$ cat src/rtl/memory_param.sv
// memory_param: single-clock RAM with one write port and one registered read port.
// After reset, or on a clr pulse, an init sweep writes mem[i] = i+1 to every word.
// busy is high while the sweep runs.
// Optional even-parity storage and check, enabled by defining MEM_PARITY_EN.
module memory_param #(
    parameter int DATA_W = 8,
    parameter int ADDR_W = 3
) (
    input  logic              clk,
    input  logic              rst_n,
    input  logic              clr,
    input  logic              wr_en,
    input  logic [ADDR_W-1:0] wr_addr,
    input  logic [DATA_W-1:0] wr_data,
    input  logic              par_inj,
    input  logic              rd_en,
    input  logic [ADDR_W-1:0] rd_addr,
    output logic [DATA_W-1:0] d_out,
    output logic              rd_valid,
    output logic              busy,
    output logic              parity_err
);

    localparam int DEPTH = 2 ** ADDR_W;
`ifdef MEM_PARITY_EN
    localparam int STORE_W = DATA_W + 1;
`else
    localparam int STORE_W = DATA_W;
`endif

    typedef enum logic {
        ST_INIT,
        ST_RUN
    } state_t;

    state_t              r_state;
    state_t              w_state_nxt;
    logic [ADDR_W-1:0]   r_idx;
    logic [ADDR_W-1:0]   w_idx_nxt;
    logic [ADDR_W:0]     w_idx_inc;

    logic                w_mem_we;
    logic [ADDR_W-1:0]   w_mem_addr;
    logic [DATA_W-1:0]   w_mem_data;
    logic                w_mem_inj;
    logic [STORE_W-1:0]  w_mem_word;
    logic                w_rd_fire;
    logic [STORE_W-1:0]  w_rd_word;

    logic [STORE_W-1:0]  r_mem [DEPTH];

    assign w_idx_inc = {1'b0, r_idx} + {{ADDR_W{1'b0}}, 1'b1};

    // FSM state and sweep index register
    always_ff @(posedge clk or negedge rst_n) begin
        if (!rst_n) begin
            r_state <= ST_INIT;
            r_idx   <= '0;
        end else begin
            r_state <= w_state_nxt;
            r_idx   <= w_idx_nxt;
        end
    end

    // Next state, sweep index, write-port mux and read qualification
    always_comb begin
        w_state_nxt = r_state;
        w_idx_nxt   = r_idx;
        w_mem_we    = 1'b0;
        w_mem_addr  = wr_addr;
        w_mem_data  = wr_data;
        w_mem_inj   = par_inj;
        w_rd_fire   = 1'b0;
        busy        = 1'b0;
        case (r_state)
            ST_INIT: begin
                busy       = 1'b1;
                w_mem_we   = 1'b1;
                w_mem_addr = r_idx;
                w_mem_data = DATA_W'(w_idx_inc);
                w_mem_inj  = 1'b0;
                if (clr) begin
                    w_idx_nxt = '0;
                end else if (r_idx == '1) begin
                    w_idx_nxt   = '0;
                    w_state_nxt = ST_RUN;
                end else begin
                    w_idx_nxt = w_idx_inc[ADDR_W-1:0];
                end
            end
            ST_RUN: begin
                if (clr) begin
                    w_state_nxt = ST_INIT;
                    w_idx_nxt   = '0;
                end else begin
                    w_mem_we  = wr_en;
                    w_rd_fire = rd_en;
                end
            end
            default: begin
                w_state_nxt = ST_INIT;
                w_idx_nxt   = '0;
            end
        endcase
    end

`ifdef MEM_PARITY_EN
    // Stored parity bit is even parity of the data, optionally inverted for fault injection
    assign w_mem_word = {(^w_mem_data) ^ w_mem_inj, w_mem_data};
`else
    logic w_unused_inj;
    assign w_unused_inj = w_mem_inj;
    assign w_mem_word   = w_mem_data;
`endif

    // Write-first: a same-address write in the read cycle bypasses the array
    assign w_rd_word = (wr_en && (wr_addr == rd_addr)) ? w_mem_word : r_mem[rd_addr];

    // Memory array write; contents are not reset, the sweep defines them
    always_ff @(posedge clk) begin
        if (w_mem_we) begin
            r_mem[w_mem_addr] <= w_mem_word;
        end
    end

    // Registered read data with one-cycle valid strobe
    always_ff @(posedge clk or negedge rst_n) begin
        if (!rst_n) begin
            d_out    <= '0;
            rd_valid <= 1'b0;
        end else begin
            rd_valid <= w_rd_fire;
            if (w_rd_fire) begin
                d_out <= w_rd_word[DATA_W-1:0];
            end
        end
    end

`ifdef MEM_PARITY_EN
    logic r_parity_err;

    // Parity check registered alongside d_out, cleared when no read fires
    always_ff @(posedge clk or negedge rst_n) begin
        if (!rst_n) begin
            r_parity_err <= 1'b0;
        end else begin
            r_parity_err <= w_rd_fire && ((^w_rd_word[DATA_W-1:0]) != w_rd_word[DATA_W]);
        end
    end

    assign parity_err = r_parity_err;
`else
    assign parity_err = 1'b0;
`endif

endmodule
$ cat config.mk
export PLATFORM = sky130hd
export DESIGN_NAME = memory_param
export DESIGN_NICKNAME = d
export VERILOG_FILES = /design/src/rtl/memory_param.sv
export SDC_FILE = /design/constraint.sdc
export NUM_CORES = 1
export LEC_CHECK = 0
export BUFFER_PORTS_ARGS = -buffer_cell sky130_fd_sc_hd__buf_2
export CORE_MARGIN = 10
export CORE_UTILIZATION = 50
export CTS_CLUSTER_SIZE = 12
export DETAILED_ROUTE_END_ITERATION = 16
export GPL_TIMING_DRIVEN = 0
export HOLD_SLACK_MARGIN = 0.12
export PLACE_DENSITY = 0.65
export SYNTH_ARGS = -nofsm -noshare
export SYNTH_HDL_FRONTEND = slang
export SYNTH_SLANG_ARGS = --single-unit
export TNS_END_PERCENT = 100
$ cat constraint.sdc
create_clock -name clk -period 4.5 [get_ports clk]
set_input_delay 0.225 -clock clk [delete_from_list [all_inputs] [get_ports clk]]
set_output_delay 0.225 -clock clk [all_outputs]
set_load 0.02 [all_outputs]
==> reports/results.ini, run 1 <==
[status]
status = finished clean

[cts]
tritoncts = done
clkTransAtPathRegs_ns = 0.07
worstSkewPairLatency_ns = 0.34
clk_path_buf_depth = 2
ctsHoldBuffers = 2
ctsResizeCount = 0
post-cts-setup-buffers = 0
cts_sinks = 77
ctsRootBufferMaster = clkbuf_8
cts_made_buffers = 9
htreeDepth = 3

[layout]
drive_gt1_share_pct = 32.00
final_nets = 242
final_util_pct = 59.10
antenna_cells = 0
layout_common_cells = edfxtp_1, buf_2, nor2_1, mux4_2, dfrtp_1
instances_no_fill = 302
nFillCells = 481
final_common_cell = edfxtp_1
syn2layout_area_growth_pct = 15.68

[timing]
period_needed_ns = 2.731
slew_headroom_pct = 31.52
finalWorstSetupSlack_ns = 1.769
fin_skew_ns = 0.004193
rsz0062_at_grt = no
finalSetupViolations = 0
slew_viol_final = 0
worst_pin_slew_ns = 1.023
max_freq_ghz = 0.3662
hold_viol = 0
period_share_pct = 60.68
finalSetupTns_ns = 0

[floorplanning]
rows = 29
initial_utilization_pct = 51.09
die-area_um2 = 10020
fp.dieH_um = 100.1
die_width_um = 100.1
coreArea_um2 = 6277
io_pins = 31

[route]
firstDrtPassIters = 4
drt_iter0_markers = 76
via_per_inst = 5.748
ant_nets = 0
drc = 0
vias = 1736
post_drt_wl_per_cell_um = 22.32
wl_um = 6742

[power_and_ir_drop]
combPwrFrac_pct = 10.2
p_sw_w = 0.0003610
p_leak_nw = 1.389
power.internal_w = 0.001321
switching_share_pct = 21.46
ir_drop_v = 0.0003092
power_density_nw_per_um2 = 453.4
fin_total_pwr_w = 0.001682
pwr-share-seq_pct = 50.2
clockPowerShare_pct = 39.5

[setup_path]
crit_chain = clkbuf_1, clkbuf_1, a31oi_1, nor2_1
crit_fanout = 10
reg2reg_from = r_state$_DFF_PN0_
cp.arrival_ns = 2.70
path_common_cell = clkbuf_1
crit_start = r_state$_DFF_PN0_
cp-start-kind = flop
critPathKind = flop to flop
max_stage_delay_ns = 0.83
worstPathRequired_ns = 4.47
endpoint_kind = flop
slowest_stage = nor2_1
r2r_slack_ns = 1.77

[logic_synthesis]
postSynthCellCount = 182
post_synth.cell_area_avg_um2 = 17.62
synth_fp_nets = 204
yosys.cell_types.count = 34
synth-warning-count = 0
ys_seq_elements = 77
yosysSeqAreaShare_pct = 70.07
syn-cell-area_um2 = 3207

[placed_design]
dp_cells = 284
dpl.hpwl_um = 4543
io_buffers = 25
gp_congestion = 0.8067
pre_cts_ws_ns = 1.786

[global_route]
grt_antenna_before_repair = 0
grt_pass1_vias = 1800
grt_pass1_wl_um = 10380
gr-total-overflow = 0
grt_use_total_pct = 14.12
grt_max_degree = 14

[job]
max_cap_violations = 0

[min_path]
min-delay-start = wr_data[5]
hold_path.class = input pin to flop

## cells in the mapped netlist
cell	n	area, um2
nand2_1	9	33.78
conb_1	1	3.750
buf_2	3	15.01
buf_6	2	22.52
nor2b_1	2	12.51
nor4_4	1	21.27
mux2i_1	4	40.04
or2b_1	1	7.510
o41ai_1	1	8.760
xnor2_1	3	26.28
inv_1	5	18.77
mux2i_2	2	27.53
nand3b_1	1	7.510
nor3_1	1	5.000
nor2_1	16	60.06
nand2b_1	3	18.77
a21oi_1	4	20.02
o31a_1	1	8.760
a221o_1	4	40.04
clkbuf_1	2	7.510
a32o_1	1	10.01
mux2_2	5	56.30
or2_1	1	6.260
dfrtp_1	13	325.3
edfxtp_1	64	1922
a21o_1	1	7.510
a221oi_1	3	26.28
and2_1	5	31.28
a31oi_1	2	12.51
buf_4	1	7.510
inv_2	1	3.750
nor3b_1	1	7.510
mux4_2	16	360.4
ha_1	2	25.02
## registers in the layout, summed over array words and instances (netlist names)
| register | count |
|---|---|
| rd_valid | 1 |
| r_mem | 64 |
| r_state | 1 |
| r_idx | 3 |
| d_out | 8 |
## layer usage
layer / part of all wire [%] / up-vias / track usage, %
met4: 1.7 / 0 / 7.065
met5: 0 / - / 0
met1: 42 / 888 / 17.14
met3: 4.7 / 11 / 3.503
met2: 52 / 49 / 23.00
li1: - / 788 / -
## final timing paths
check / end / depth (start not counted)
max reg2reg: r_mem[6][2]$_DFFE_PP_ / 4
max in group asynchronous: d_out[3]$_DFFE_PN0P_ / 2
min in group asynchronous: rd_valid$_DFF_PN0_ / 2
max: r_mem[6][2]$_DFFE_PP_ / 4
min reg2reg: d_out[1]$_DFFE_PN0P_ / 2
min: d_out[5]$_DFFE_PN0P_ / 3
## power by group through the flow
stage,combinational [W],clock [W],sequential [W]
after floorplan,0.000103,0,0.000869
after global placement,0.000168,0,0.000857
after detailed placement,0.000173,0,0.000861
after CTS,0.000175,0.000679,0.000845
after global routing,0.000187,0.000708,0.000849
final,0.000172,0.000665,0.000845
## stage by stage
step	hold WS (ns)	cell area, um2
final	0.1792	3710
after global routing	0.1838	3710
after floorplan	-0.07059	3207
after detailed placement	0.1487	3428
after CTS	0.1704	3710
after global placement	0.1365	3428
## critical path, delay by kind of cell, from the launching register on
kind | cells | cell delay [ns]
AND/OR/NAND/NOR | 1 | 0.83
flip-flops | 1 | 0.46
AO/OA/AOI/OAI | 1 | 0.25
buffers and inverters | 2 | 0.81
## layout make-up
cell class              count  area, um2  area share (%)
plain buffers               8      52.55           1.417
clock buffers               9      123.9           3.339
clock inverters             7      137.6           3.710
inverters                   6      22.52          0.6071
multi-input cells          91      884.6           23.84
flip-flops and latches     77       2247           60.57
well taps                  77      96.34           2.597
repair buffers             27      145.1           3.912
## logic make-up after synthesis
| logic type | Yosys count | synth area share (%) |
|---|---|---|
| other | 1 | 0.1169 |
| and+or+nand+nor | 41 | 6.594 |
| muxes | 27 | 15.10 |
| DFF | 77 | 70.07 |
| buffers and inverters | 14 | 2.341 |
| xor gates and xnor gates | 3 | 0.8195 |
| AOI/OAI and AO/OA | 17 | 4.175 |
| adders and majority gates | 2 | 0.7802 |
Note: power is estimated with default switching activity, not from simulation.
==> run 2, diff against run 1 <==
Settings changed: ABC_AREA set to 1, PLACE_DENSITY 0.65 to 0.67.
Clock period 4.5 ns to 2.38 ns, I/O delays scaled along.
==> run 2 against run 1 <==
  * Clock skew up 0.0014 ns
  * Clock-buffer cell count up 2
  * Flip-flop and latch count unchanged
  * First-iteration DRC count up 87%
  * Critical path type is now input pin to flop
  * Final cell count up 74%
==> reports/results.ini, run 2 <==
[setup_path]
slowest_stage = nor2_1
r2r_slack_ns = 0.50
reg2reg_to = r_mem[4][3]$_DFFE_PP_
endpoint_kind = flop
crit_fanout = 8
critPathKind = input pin to flop
cp-start-kind = input pin
reg2reg_from = r_state$_DFF_PN0_
rr_worst_depth = 4
crit_chain = dlygate4sd3_1, buf_2, o21ai_2, nand3_1, nor2_1
worstPathRequired_ns = 2.35
max_stage_delay_ns = 0.67
cp.arrival_ns = 1.92

[power_and_ir_drop]
switching_share_pct = 24.99
p_leak_nw = 1.956
combPwrFrac_pct = 13.0
power.internal_w = 0.002271
pwr-share-seq_pct = 52.5
ir_drop_v = 0.0004082
clockPowerShare_pct = 34.4
p_sw_w = 0.0007567
power_density_nw_per_um2 = 729.2

[timing]
hold_viol = 0
rsz0062_at_grt = no
period_needed_ns = 1.953
max_freq_ghz = 0.5119
finalSetupViolations = 0
slew_viol_final = 0
period_share_pct = 82.08
finalSetupTns_ns = 0
slew_headroom_pct = 45.16
worst_pin_slew_ns = 0.8196
fin_skew_ns = 0.005576

[logic_synthesis]
yosysTopAreaCellShare_pct = 52.26
yosys.area.top_type = edfxtp_1
ys_seq_elements = 77
syn-cell-area_um2 = 3677
postSynthCellCount = 383
synth_async_sr_flop_share_pct = 16.88
yosys.cell_types.count = 28
synth-warning-count = 0
synth_fp_nets = 405
netlist_top_cells_count = nand2_1, edfxtp_1, nand3_1
yosysSeqAreaShare_pct = 61.11
post_synth.cell_area_avg_um2 = 9.601
synthTopCellsByArea = edfxtp_1, nand2_1, dfrtp_1
synth-edff-count = 64
yosysMostFrequentCell = nand2_1
synth_ff_type = edfxtp_1

[global_route]
grt_max_degree = 14
grt_use_total_pct = 15.38
grt_pass1_wl_um = 13540
grt_pass1_vias = 2696
gr-total-overflow = 0
grt_antenna_before_repair = 0

[route]
drc = 0
drt_iter0_markers = 142
wl_um = 7994
via_per_inst = 4.998
vias = 2619
firstDrtPassIters = 4
ant_nets = 0
post_drt_wl_per_cell_um = 15.26

[job]
max_cap_violations = 0

[placed_design]
gp_congestion = 0.8972
dpl.hpwl_um = 5766
dp_cells = 507
io_buffers = 25

[layout]
nFillCells = 661
instances_no_fill = 524
final_common_cell = nand2_1
reg_top3 = r_mem (64), d_out (8), r_idx (3)
final_nets = 443
drive_gt1_share_pct = 17.88
largest_reg_flops = 64
syn2layout_area_growth_pct = 12.90
antenna_cells = 0
layout_common_cells = nand2_1, edfxtp_1, nand3_1, inv_1, buf_2
regMostFlops = r_mem

[min_path]
min-delay-start = rd_en
hold_path_end = d_out[1]$_DFFE_PN0P_
holdPathStages = 4
hold_path.class = input pin to flop

[floorplanning]
die-area_um2 = 11190
initial_utilization_pct = 50.97
coreArea_um2 = 7214
fp.dieH_um = 105.8
io_pins = 31
rows = 31
die_width_um = 105.8

[cts]
tritoncts = done
worstSkewPairLatency_ns = 0.34
cts_made_buffers = 9
htreeDepth = 3
ctsRootBufferMaster = clkbuf_8
clk_path_buf_depth = 2
cts_sinks = 77
post-cts-setup-buffers = 0
clkTransAtPathRegs_ns = 0.07

[status]
status = finished clean

run 2: timing repair:
item | in CTS | in global routing
hold buffers | 2 | 0
resized for setup | 0 | 0
hold endpoints to repair | 17 | 0
run 2: cells by family after synthesis:
group                    share of synthesized area (%)
adder cells (fa/ha/maj)                         0.6804
flip-flops                                       61.11
AO/OA/AOI/OAI                                    1.055
buffers and inverters                            8.268
AND/OR/NAND/NOR                                  28.79
other                                           0.1020
run 2: area by class of cell:
type / instances / area (um2) / area share, %
sequential: 77 / 2247 / 54.13
multi-input combinational: 240 / 1126 / 27.12
inverter: 52 / 210.2 / 5.063
timing repair buffer: 27 / 145.1 / 3.496
clock buffer: 11 / 131.4 / 3.165
tap: 99 / 123.9 / 2.984
buffer: 14 / 93.84 / 2.260
clock inverter: 4 / 73.82 / 1.778
run 2: power groups by stage:
stage / Combinational (W) / Sequential, W / Clock [W]
floorplan: 0.000253 / 0.00164 / 0
global placement: 0.000386 / 0.00162 / 0
detailed placement: 0.000393 / 0.00162 / 0
CTS: 0.000398 / 0.00159 / 0.00105
global route: 0.000449 / 0.00160 / 0.00112
finish: 0.000394 / 0.00159 / 0.00104
run 2: worst max-delay path by stage:
stage	start	end	slack [ns]
floorplan	r_state$_DFF_PN0_	r_mem[1][0]$_DFFE_PP_	0.83
global placement	r_state$_DFF_PN0_	r_mem[4][1]$_DFFE_PP_	0.51
detailed placement	r_state$_DFF_PN0_	r_mem[4][1]$_DFFE_PP_	0.47
CTS	clr	r_mem[4][6]$_DFFE_PP_	0.40
global route	clr	r_mem[4][3]$_DFFE_PP_	0.29
finish	clr	r_mem[4][3]$_DFFE_PP_	0.43
run 2: critical path: cells and delay by family:
kind	cells	cell delay, ns
AO/OA/AOI/OAI	1	0.24
buffers and inverters	2	0.70
AND/OR/NAND/NOR	2	0.86
run 2: through the flow:
step / total power, W / hold slack [ns] / util (%) / cell area [um2] / setup slack, ns
2_1_floorplan: 0.001888 / -0.1766 / - / 3677 / 0.8253
3_3_place_gp: 0.002003 / 0.01892 / 54.42 / 3926 / 0.5100
3_5_place_dp: 0.002014 / 0.02592 / 54.42 / 3926 / 0.4681
4_1_cts: 0.003043 / 0.1315 / 57.54 / 4151 / 0.4038
5_1_grt: 0.003171 / 0.1634 / 57.54 / 4151 / 0.2863
6_report: 0.003027 / 0.1386 / 57.54 / 4151 / 0.4266
run 2: routing by layer:
layer / part of all wire (%) / up-vias / track usage [%]
li1: - / 1297 / -
met2: 50 / 60 / 24.96
met3: 6.6 / 6 / 3.350
met1: 43 / 1256 / 19.63
met4: 0.89 / 0 / 5.899
met5: 0 / - / 0
